`src/rtl/fetch_pkg.sv`:
```
// rtl/fetch_pkg.sv - shared defaults and entry type for the instruction fetch stage
// Purpose: default widths, reset PC, the queue entry type and a sizing helper.
// Ports: none (package).
package fetch_pkg;

  localparam int DEF_ADDR_W = 12;
  localparam int DEF_INSTR_W = 16;
  localparam int unsigned DEF_RESET_PC = 0;

  typedef struct packed {
    logic [DEF_INSTR_W-1:0] instr;
    logic [DEF_ADDR_W-1:0]  pc;
  } fetch_entry_t;

  // Bits needed to hold an occupancy value of 0..depth inclusive.
  function automatic int cntWidth(input int depth);
    return $clog2(depth + 1);
  endfunction

endpackage

```
`src/rtl/fetch_queue.sv`:
```
// rtl/fetch_queue.sv - circular prefetch FIFO with push/pop/flush and registered head
// Purpose: holds fetched {instr, pc} entries between the ROM return and decode.
// Ports:
//   CLOCK_50  in   clock
//   reset     in   async active-low reset
//   flush     in   drop all entries (wins over push/pop)
//   push      in   write pushData at the tail
//   pushData  in   entry to write
//   pop       in   retire the head entry (ignored when empty)
//   headData  out  entry at the head, driven from registered state only
//   headValid out  queue is not empty
//   count     out  number of stored entries
module fetch_queue import fetch_pkg::*; #(
  parameter type T = fetch_entry_t,
  parameter int QDEPTH = 2,
  localparam int PTR_W = $clog2(QDEPTH),
  localparam int CNT_W = cntWidth(QDEPTH)
) (
  input  logic             CLOCK_50,
  input  logic             reset,
  input  logic             flush,
  input  logic             push,
  input  T                 pushData,
  input  logic             pop,
  output T                 headData,
  output logic             headValid,
  output logic [CNT_W-1:0] count
);

  T           mem [QDEPTH];
  logic [PTR_W-1:0] headPtr;
  logic [PTR_W-1:0] tailPtr;
  logic       doPop;
  logic       full;

  assign doPop     = pop && (count != '0);
  assign full      = (count == CNT_W'(QDEPTH));
  assign headValid = (count != '0);
  assign headData  = mem[headPtr];

  always_ff @(posedge CLOCK_50 or negedge reset) begin
    if (!reset) begin
      headPtr <= '0;
      tailPtr <= '0;
      count   <= '0;
      for (int i = 0; i < QDEPTH; i++) mem[i] <= '0;
    end else if (flush) begin
      headPtr <= '0;
      tailPtr <= '0;
      count   <= '0;
    end else begin
      // The issue logic upstream reserves a slot for every fetch, so a
      // push into a full queue without a simultaneous pop means that
      // reservation has broken.
      assert (!(push && !doPop && full));
      if (push) begin
        mem[tailPtr] <= pushData;
        tailPtr      <= tailPtr + 1'b1;
      end
      if (doPop) headPtr <= headPtr + 1'b1;
      count <= count + CNT_W'(push) - CNT_W'(doPop);
    end
  end

endmodule

```
`src/rtl/instr_fetch_unit.sv`:
```
// rtl/instr_fetch_unit.sv - PC owner, ROM issue and prefetch buffering for decode
// Purpose: fetches sequential instructions from a 1-cycle-latency ROM into a
// small queue and hands them to decode with a valid/ready handshake.
// Optional build macro: FETCH_PERF_EN adds perf_fetched / perf_stall counters.
// Ports:
//   CLOCK_50     in   clock
//   reset        in   async active-low reset
//   mem_addr     out  ROM address (equals fetch_pc)
//   mem_q        in   ROM data for the address sampled on the previous edge
//   instr        out  instruction at queue head
//   instr_pc     out  PC of instr
//   instr_valid  out  head holds a valid instruction
//   instr_ready  in   decode accepts the head this cycle
//   redirect     in   restart fetching at redirect_pc
//   redirect_pc  in   redirect target
//   fetch_pc     out  next address to be requested
//   perf_fetched out  saturating pop count (FETCH_PERF_EN only)
//   perf_stall   out  saturating valid-but-not-ready count (FETCH_PERF_EN only)
module instr_fetch_unit import fetch_pkg::*; #(
  parameter int ADDR_W = DEF_ADDR_W,
  parameter int INSTR_W = DEF_INSTR_W,
  parameter int QDEPTH = 2,
  parameter int unsigned RESET_PC = DEF_RESET_PC
) (
  input  logic               CLOCK_50,
  input  logic               reset,
  output logic [ADDR_W-1:0]  mem_addr,
  input  logic [INSTR_W-1:0] mem_q,
  output logic [INSTR_W-1:0] instr,
  output logic [ADDR_W-1:0]  instr_pc,
  output logic               instr_valid,
  input  logic               instr_ready,
  input  logic               redirect,
  input  logic [ADDR_W-1:0]  redirect_pc,
  output logic [ADDR_W-1:0]  fetch_pc
`ifdef FETCH_PERF_EN
  ,
  output logic [31:0]        perf_fetched,
  output logic [31:0]        perf_stall
`endif
);

  localparam int CNT_W = cntWidth(QDEPTH);
  localparam int OCC_W = CNT_W + 1;

  typedef struct packed {
    logic [INSTR_W-1:0] instr;
    logic [ADDR_W-1:0]  pc;
  } entry_t;

  logic [ADDR_W-1:0] fetchPc;
  logic [ADDR_W-1:0] inflightPc;
  logic              inflight;
  logic [CNT_W-1:0]  count;
  logic [OCC_W-1:0]  occupancy;
  logic              pop;
  logic              issue;
  logic              push;
  entry_t            pushEntry;
  entry_t            headEntry;
  logic              headValid;

  assign pop = instr_valid && instr_ready;

  // Slots already promised after this cycle: stored words plus the one on
  // its way back from the ROM, minus the one decode takes now. Issuing only
  // below QDEPTH guarantees every returning word has a home.
  assign occupancy = {1'b0, count} + OCC_W'(inflight) - OCC_W'(pop);
  assign issue     = !redirect && (occupancy < OCC_W'(QDEPTH));
  assign push      = inflight && !redirect;
  assign pushEntry = '{instr: mem_q, pc: inflightPc};

  assign mem_addr    = fetchPc;
  assign fetch_pc    = fetchPc;
  assign instr       = headEntry.instr;
  assign instr_pc    = headEntry.pc;
  assign instr_valid = headValid;

  always_ff @(posedge CLOCK_50 or negedge reset) begin
    if (!reset) begin
      fetchPc    <= ADDR_W'(RESET_PC);
      inflightPc <= '0;
      inflight   <= 1'b0;
    end else if (redirect) begin
      // The word returning next cycle belongs to the old stream; drop it.
      fetchPc  <= redirect_pc;
      inflight <= 1'b0;
    end else begin
      inflight <= issue;
      if (issue) begin
        inflightPc <= fetchPc;
        fetchPc    <= fetchPc + 1'b1;
      end
    end
  end

  fetch_queue #(
    .T      (entry_t),
    .QDEPTH (QDEPTH)
  ) queue (
    .CLOCK_50  (CLOCK_50),
    .reset     (reset),
    .flush     (redirect),
    .push      (push),
    .pushData  (pushEntry),
    .pop       (pop && !redirect),
    .headData  (headEntry),
    .headValid (headValid),
    .count     (count)
  );

`ifdef FETCH_PERF_EN
  always_ff @(posedge CLOCK_50 or negedge reset) begin
    if (!reset) begin
      perf_fetched <= '0;
      perf_stall   <= '0;
    end else begin
      if (pop && (perf_fetched != '1)) perf_fetched <= perf_fetched + 1'b1;
      if (instr_valid && !instr_ready && (perf_stall != '1)) perf_stall <= perf_stall + 1'b1;
    end
  end
`else
  // Without the counters the handshake needs no extra state.
`endif

endmodule

```
`config.mk`:
```
export PLATFORM = sky130hd
export DESIGN_NAME = instr_fetch_unit
export DESIGN_NICKNAME = d
export VERILOG_FILES = /design/src/rtl/fetch_pkg.sv /design/src/rtl/fetch_queue.sv /design/src/rtl/instr_fetch_unit.sv
export SDC_FILE = /design/constraint.sdc
export NUM_CORES = 1
export LEC_CHECK = 0
export ABC_AREA = 0
export CAP_MARGIN = 20
export CORE_MARGIN = 2
export CORE_UTILIZATION = 51
export CTS_CLUSTER_SIZE = 14
export DETAILED_ROUTE_END_ITERATION = 10
export PLACE_DENSITY = 0.81
export SLEW_MARGIN = 10
export SYNTH_ARGS = -nofsm -noshare
export SYNTH_HDL_FRONTEND = slang
export SYNTH_SLANG_ARGS = --single-unit
```
`constraint.sdc`:
```
create_clock -name CLOCK_50 -period 3.75 [get_ports CLOCK_50]
set_input_delay 0.5625 -clock CLOCK_50 [delete_from_list [all_inputs] [get_ports CLOCK_50]]
set_output_delay 0.5625 -clock CLOCK_50 [all_outputs]
set_load 0.05 [all_outputs]
```
==> reports/qor.yml, run 1 <==
status: "completed"
grt_pass1_vias: 2649
relSlewSlack: 0.640
start_kind: "flip-flop"
overflow: 0
worstMarginPinSlew_ps: 539
nNetsFinal: 405
row_count: 32
comb_power_share: 0.554
clockRootBuffer: "clkbuf_8"
asyncSetResetFlopFracSynth: 1.00
netlist-cell-type-count: 32
hold_ws_ps: 142
fin_crit_sh: 0.866
ys.flop_type: "dfrtp_1"
numPortBuffers: 84
cts_setup_buffers: 0
wl_per_cell_um: 15.7
avgSynthCellArea_um2: 13.6
critPathArrivalTime_ps: 3460
htree_levels: 3
fin_util: 0.660
cts.sinks: 85
p_seq_frac: 0.313
p_clk_frac: 0.134
yosysTopAreaCellShare: 0.536
internal_power_mw: 2.99
drtIter0Drc: 110
fin_skew_ps: 11.4
synthesis.area_um2: 3970
drv_slew: 0
cts_buffers: 9
cts_buffer_depth: 2
post-route-min-period_ps: 3250
critical_path_class: "flip-flop to flip-flop"
seq_area_frac_synth: 0.536
placed_cell_area_um2: 4810
hold_path_class: "input port to async pin"
swShare: 0.421
power_density_nw_per_um2: 1020
finalSetupViolCount: 0
yosys.area.top_type: "dfrtp_1"
path_clk_slew_ps: 80
ctsHoldBuffers: 0
crit_path_end_kind: "flip-flop"
ff2ff_path_depth: 11
r2r_end: "inflightPc[11]$_DFFE_PN0P_"
grt_usage: 0.186
ir_worst_vdd_mv: 0.531
num_vias: 2496
hold_viol: 0
synth_common_cells: "mux2_2, dfrtp_1, nand2_1"
diodes: 0
area_growth_pct: 27.2
io_pins: 85
syn_nets: 329
reg2reg_slack_ps: 500
firstDrtPassIters: 4
antenna_found_initial: 0
grt_setup_unrepaired: "false"
instances_no_fill: 474
final_area_um2: 5050
fmax_mhz: 308
drive_above_1_share: 0.325
tritoncts: "built"
p_sw_mw: 2.17
initial_core_util: 0.519
core_um2: 7650
postRouteAntennaNets: 0
synth_area_leaders: "dfrtp_1, mux2_2, mux2_4, buf_4, xnor2_1"
yosysMostFrequentCell: "mux2_2"
dieArea_um2: 8500
vias_per_cell: 5.27
route.detailed.drc: 0
dp.cells: 458
synth.ff_latch_count: 85
synth_edf_count: 0
routed_wl_mm: 7.46
grt_pass1_wl_mm: 12.5
syn_inst: 292
die_w_um: 92.2
gp_congestion: 0.851
tns_ps: 0
p_leak_nw: 2.15
required_ps: 3960
reg2reg_from: "queue.count[1]$_DFF_PN0_"
max-cap-violations: 0
die_h_um: 92.2
ctsResizeCount: 0
insertion_delay_ps: 340
grt_max_degree: 86
place_hpwl_mm: 5.01
cp_max_fo: 13
yosys_warnings: 0
critical path, cell delays in order (launching register included):
cell,delay [ps]
dfrtp_1,460
or2_2,340
nand2_1,120
inv_1,60
ha_1,260
nand2b_1,160
fa_1,410
xor2_2,390
nand2b_4,230
or2_1,100
buf_4,230
mux2_2,360
state kept, by name (all words and copies together), names as in the netlist:
signal and flops:
queue.mem 56, fetch_pc 12, queue.headPtr 1, queue.tailPtr 1, inflight 1, queue.count 2
inflightPc 12
worst max-delay path by stage:
stage / from / endpoint / slack, ps / depth (start not counted)
after floorplan: queue.count[1]$_DFF_PN0_ / inflightPc[5]$_DFFE_PN0P_ / 600 / 12
after CTS: queue.count[1]$_DFF_PN0_ / inflightPc[11]$_DFFE_PN0P_ / 490 / 11
after global placement: instr_ready / inflightPc[0]$_DFFE_PN0P_ / 450 / 11
final: queue.count[1]$_DFF_PN0_ / inflightPc[11]$_DFFE_PN0P_ / 500 / 11
after detailed placement: instr_ready / inflightPc[1]$_DFFE_PN0P_ / 340 / 11
after global routing: queue.count[1]$_DFF_PN0_ / inflightPc[1]$_DFFE_PN0P_ / 290 / 11
cells in the final DEF (no fill, tap or decap), drive strengths merged, types with 4 or more instances in the layout:
cell type      count
buf                7
clkbuf            11
clkdlybuf4s50     83
dfrtp             85
ha                 4
inv                4
mux2              96
nand2             17
nand3              5
nor2               6
nor2b              5
nor4               4
o21ai             10
xnor2              9
xor2               4
per-layer routing:
layer,share of wire,GRT usage,up-vias
li1,-,-,1170
met1,0.47,0.249,1234
met4,0.0086,0.0734,0
met5,0,0,-
met3,0.048,0.0296,7
met2,0.47,0.305,85
power by group through the flow:
| stage | clock network (mW) | logic [mW] | registers [mW] |
|---|---|---|---|
| finish | 0.690 | 2.86 | 1.61 |
| global route | 0.741 | 3.01 | 1.67 |
| CTS | 0.708 | 2.88 | 1.62 |
| detailed placement | 0 | 2.87 | 1.63 |
| global placement | 0 | 2.82 | 1.59 |
| floorplan | 0 | 2.16 | 1.63 |
cell type report:
type | instances | area (µm²)
sequential | 85 | 2130
timing repair buffer | 90 | 903
inverter | 4 | 15.0
clock inverter | 4 | 72.6
multi-input combinational | 178 | 1660
fill | 565 | 2600
tap | 102 | 128
clock buffer | 11 | 141
stage by stage:
stage | power (mW) | setup slack, ps
3_5_place_dp | 4.50 | 341
5_1_grt | 5.43 | 288
2_1_floorplan | 3.79 | 597
3_3_place_gp | 4.42 | 454
6_report | 5.16 | 502
4_1_cts | 5.21 | 494
kinds of logic after synthesis:
logic type,share of synthesized area
compound gates,0.0170
xor+xnor,0.0306
fa+ha+maj,0.0177
buf+inv,0.0463
flops,0.536
mux,0.288
simple gates,0.0640
Power figures use the tool's default switching activity.
==> run 2, diff against run 1 <==
--- a/config.mk
+++ b/config.mk
@@ -11,7 +11,7 @@
 export CORE_UTILIZATION = 51
 export CTS_CLUSTER_SIZE = 14
 export DETAILED_ROUTE_END_ITERATION = 10
-export PLACE_DENSITY = 0.81
+export PLACE_DENSITY_LB_ADDON = 0.2
 export SLEW_MARGIN = 10
 export SYNTH_ARGS = -nofsm -noshare
 export SYNTH_HDL_FRONTEND = slang
==> reports/qor.yml, run 2 (synthesis results as in run 1) <==
status: "completed"
numPortBuffers: 84  # unchanged
start_kind: "flip-flop"
fill_cells: 586  # +3.7%
tritoncts: "built"
drive_above_1_share: 0.332  # +0.00628
fmax_mhz: 319  # +3.5%
num_vias: 2488  # -0.32%
nNetsFinal: 406  # +0.25%
clockRootBuffer: "clkbuf_8"
ff2ff_path_depth: 11  # unchanged
drtIter0Drc: 73  # -34%
grt_usage: 0.190  # +0.00448
finalSetupViolCount: 0  # unchanged
place_hpwl_mm: 4.93  # -1.7%
internal_power_mw: 3.01  # +0.70%
gp_congestion: 0.745  # -12%
htree_levels: 3  # unchanged
insertion_delay_ps: 350  # about the same
initial_core_util: 0.519  # unchanged
swShare: 0.421  # +0.000846
grt_use_met3: 0.0337  # +0.00411
multi_input_area_um2: 1670  # +0.30%
grt_pass1_vias: 2585  # -2.4%
firstDrtPassIters: 4  # unchanged
core_um2: 7650  # unchanged
tns_ps: 0  # unchanged
reg2reg_slack_ps: 610  # +110 ps
final_cell_mix: "mux2_2, dfrtp_1, clkdlybuf4s50_1"
critical_path_class: "flip-flop to flip-flop"
required_ps: 3990  # +30 ps
r2r_end: "inflightPc[0]$_DFFE_PN0P_"
crit_path_end_kind: "flip-flop"
busiest_layer: "met2"
p_leak_nw: 2.16  # +0.51%
worstMarginPinSlew_ps: 564  # +25.3 ps
grt_util_met1: 0.247  # -0.00164
cts_buffer_depth: 2  # unchanged
route.detailed.drc: 0  # unchanged
area_growth_pct: 27.7
drv_slew: 0  # unchanged
seqCellArea_um2: 2130  # unchanged
die_h_um: 92.2  # unchanged
reg2reg_from: "queue.count[1]$_DFF_PN0_"
antenna_found_initial: 0  # unchanged
path_clk_slew_ps: 90  # about the same
layout_commonest_cell: "mux2_2"
post-route-min-period_ps: 3140  # -111 ps
cts_buffers: 9  # unchanged
vias_per_cell: 5.23  # -0.74%
largest_register_ffs: 56  # unchanged
hold_ws_ps: 193  # +50.4 ps
ctsHoldBuffers: 0  # unchanged
p_sw_mw: 2.19  # +1.1%
routed_wl_mm: 7.57  # +1.4%
ir_worst_vdd_mv: 0.471  # -11%
top_register: "queue.mem"
fin_skew_ps: 10.6  # -0.807 ps
p_clk_frac: 0.141  # +0.007
hold_path_class: "input port to async pin"
diodes: 0  # unchanged
max-cap-violations: 0  # unchanged
wl_per_cell_um: 15.9  # +1.0%
power_density_nw_per_um2: 1030  # +0.40%
cts_setup_buffers: 0  # unchanged
cp_max_fo: 10  # -3
comb_power_share: 0.551  # -0.003
fin_crit_sh: 0.837  # -0.0296
io_pins: 85  # unchanged
die_w_um: 92.2  # unchanged
grt_pass1_wl_mm: 12.5  # +0.61%
relSlewSlack: 0.620  # -0.0192
dieArea_um2: 8500  # unchanged
postRouteAntennaNets: 0  # unchanged
grtUsageMet2: 0.319  # +0.0135
critPathArrivalTime_ps: 3370  # -90 ps
overflow: 0  # unchanged
hold_viol: 0  # unchanged
ctsResizeCount: 0  # unchanged
grt_setup_unrepaired: "false"
row_count: 32  # unchanged
grt_max_degree: 86  # unchanged
cts.sinks: 85  # unchanged
p_seq_frac: 0.308  # -0.005
==> run 2: power groups by stage <==
stage	Sequential, mW	Clock (mW)	Combinational (mW)
after floorplan	1.63	0	2.16
after global placement	1.60	0	2.84
after detailed placement	1.63	0	2.89
after CTS	1.61	0.751	2.89
after global routing	1.67	0.793	3.04
final	1.60	0.732	2.87
==> run 2: layout make-up <==
cell class	count	share of cell area
inverters	4	0.00296
clock inverters	6	0.0185
flip-flops and latches	85	0.420
multi-input cells	178	0.328
well taps	102	0.0252
clock buffers	10	0.0271
repair buffers	91	0.178
==> run 2: how the worst max path moves through the flow <==
| stage | from | endpoint | cells after the start | slack (ps) |
|---|---|---|---|---|
| 2_1_floorplan | queue.count[1]$_DFF_PN0_ | inflightPc[5]$_DFFE_PN0P_ | 12 | 600 |
| 3_3_place_gp | instr_ready | inflightPc[11]$_DFFE_PN0P_ | 11 | 490 |
| 3_5_place_dp | instr_ready | inflightPc[0]$_DFFE_PN0P_ | 11 | 440 |
| 4_1_cts | queue.count[1]$_DFF_PN0_ | inflightPc[0]$_DFFE_PN0P_ | 11 | 590 |
| 5_1_grt | queue.count[1]$_DFF_PN0_ | inflightPc[11]$_DFFE_PN0P_ | 11 | 420 |
| 6_report | queue.count[1]$_DFF_PN0_ | inflightPc[0]$_DFFE_PN0P_ | 11 | 610 |
==> run 2: layer usage <==
layer	vias to the layer above	wire, µm
met4	0	80
met3	7	391
met1	1251	3370
met5	-	0
met2	64	3720
li1	1166	-
==> run 2: per-stage QoR <==
stage | cell area, µm² | util | cells | worst slack (ps) | power [mW]
floorplan | 3970 | - | 292 | 597 | 3.79
global placement | 4820 | 0.630 | 459 | 492 | 4.45
detailed placement | 4820 | 0.630 | 459 | 444 | 4.51
CTS | 5050 | 0.660 | 475 | 593 | 5.26
global route | 5070 | 0.663 | 476 | 421 | 5.49
finish | 5070 | 0.663 | 476 | 613 | 5.20
==> run 2: critical path, cell delays in order, from the launching register on <==
cell	delay, ps
dfrtp_1	460
or2_2	330
nand2_1	120
inv_1	50
ha_1	260
nand2b_1	150
fa_1	400
xor2_2	370
nand2b_4	230
or2_1	120
buf_4	180
mux2_2	340
==> run 3, diff against run 2 <==
==> constraint.sdc (replaced) <==
create_clock -name CLOCK_50 -period 3.23 [get_ports CLOCK_50]
set_input_delay 0.4845 -clock CLOCK_50 [delete_from_list [all_inputs] [get_ports CLOCK_50]]
set_output_delay 0.4845 -clock CLOCK_50 [all_outputs]
set_load 0.05 [all_outputs]
==> reports/qor.yml, run 3 (synthesis results as in run 1) <==
layout_commonest_cell: "mux2_2"
start_kind: "flip-flop"
reg2reg_slack_ps: 300  # -320 ps
drtIter0Drc: 72  # -1.4%
postLayoutSetupSlackWorst_ps: 296  # -317 ps
cp_max_fo: 4  # -6
path_clk_slew_ps: 80  # about the same
max-cap-violations: 0  # unchanged
routed_wl_mm: 7.98  # +5.4%
required_ps: 3450  # -540 ps
fin_skew_ps: 9.60  # -1.00 ps
final_cell_mix: "mux2_2, dfrtp_1, clkdlybuf4s50_1"
fill_cells: 575  # -1.9%
total_power_mw: 6.14  # +18%
seqCellArea_um2: 2130  # unchanged
hold_viol: 0  # unchanged
dp.cells: 461  # +0.44%
cts_buffer_depth: 2  # unchanged
post-route-min-period_ps: 2930  # -203 ps
die_h_um: 92.2  # unchanged
drv_slew: 0  # unchanged
fmax_mhz: 341  # +6.9%
ff2ff_path_depth: 10  # -1
io_pins: 85  # unchanged
status: "completed"
hold_ws_ps: 132  # -60.8 ps
insertion_delay_ps: 340  # about the same
instances_no_fill: 478  # +0.42%
wl_per_cell_um: 16.7  # +5.0%
route.detailed.drc: 0  # unchanged
firstDrtPassIters: 4  # unchanged
multi_input_area_um2: 1670  # +0.38%
initial_core_util: 0.519  # unchanged
overflow: 0  # unchanged
grt_max_degree: 86  # unchanged
grt_setup_unrepaired: "false"
numPortBuffers: 84  # unchanged
preCtsSetupSlack_ps: -53.8  # -498 ps
p_leak_nw: 2.18  # +0.67%
place_hpwl_mm: 5.11  # +3.8%
dieArea_um2: 8500  # unchanged
diodes: 0  # unchanged
final_area_um2: 5110  # +0.72%
largest_register_ffs: 56  # unchanged
reg2reg_from: "queue.count[1]$_DFF_PN0_"
fin_crit_sh: 0.908  # +0.0718
top_register: "queue.mem"
hold_path_class: "input port to async pin"
tns_ps: 0  # unchanged
r2r_end: "fetch_pc[9]$_DFFE_PN0P_"
finalSetupViolCount: 0  # unchanged
crit_path_end_kind: "flip-flop"
htree_levels: 3  # unchanged
drive_above_1_share: 0.340  # +0.00887
critical_path_class: "flip-flop to flip-flop"
postRouteAntennaNets: 0  # unchanged
placed_cell_area_um2: 4830  # +0.31%
grt_pass1_vias: 2710  # +4.8%
cts_buffers: 9  # unchanged
antenna_found_initial: 0  # unchanged
die_w_um: 92.2  # unchanged
worstMarginPinSlew_ps: 560  # -3.62 ps
core_um2: 7650  # unchanged
tritoncts: "built"
ctsHoldBuffers: 0  # unchanged
nNetsFinal: 408  # +0.49%
cts.sinks: 85  # unchanged
clockRootBuffer: "clkbuf_8"
relSlewSlack: 0.626  # +0.00588
fin_util: 0.668  # +0.00474
ir_worst_vdd_mv: 0.555  # +18%
num_vias: 2502  # +0.56%
row_count: 32  # unchanged
gp_congestion: 0.759  # +1.8%
grt_pass1_wl_mm: 13.5  # +8.0%
critPathArrivalTime_ps: 3150  # -220 ps
power_density_nw_per_um2: 1200  # +17%
area_growth_pct: 28.7
grt_usage: 0.205  # +0.0144
vias_per_cell: 5.23  # +0.14%
run 3: power by group:
part	internal (mW)	switching, mW	leakage (nW)
Sequential	1.55	0.316	1.03
Clock	0.518	0.384	0.116
Combinational	1.49	1.88	1.03
Total	3.55	2.58	2.18
run 3: worst max path at each step:
stage / cells after the start / end / slack [ps] / from
floorplan: 12 / inflightPc[5]$_DFFE_PN0P_ / 80 / queue.count[1]$_DFF_PN0_
global placement: 10 / inflightPc[11]$_DFFE_PN0P_ / 5 / instr_ready
detailed placement: 10 / inflightPc[1]$_DFFE_PN0P_ / -50 / instr_ready
CTS: 10 / inflightPc[0]$_DFFE_PN0P_ / 130 / queue.count[1]$_DFF_PN0_
global route: 10 / fetch_pc[9]$_DFFE_PN0P_ / 60 / queue.count[1]$_DFF_PN0_
finish: 10 / fetch_pc[9]$_DFFE_PN0P_ / 300 / queue.count[1]$_DFF_PN0_
run 3: timing repair:
| item | CTS | global route |
|---|---|---|
| endpoints found under the setup margin | 0 | 4 |
| resized for setup | 0 | 2 |
| buffers inserted | 0 | 0 |
run 3: metal layers:
layer | part of all wire | GRT usage
met2 | 0.49 | 0.339
met3 | 0.034 | 0.0279
met4 | 0.021 | 0.0796
met5 | 0 | 0
met1 | 0.45 | 0.275
run 3: layout make-up:
type,instances,share of cell area
Sequential cell,85,0.417
Multi-Input combinational cell,178,0.327
Timing Repair Buffer,93,0.180
Tap cell,102,0.0250
Clock buffer,9,0.0243
Clock inverter,7,0.0240
Inverter,4,0.00294
run 3: critical path, cell delays in order, from the launching register on:
cell,delay (ps)
dfrtp_1,380
or2_2,310
nand2_1,90
inv_1,40
ha_1,250
nand2b_1,150
fa_1,600
nand3_1,220
nor4_2,370
nor3b_1,120
a221o_1,290
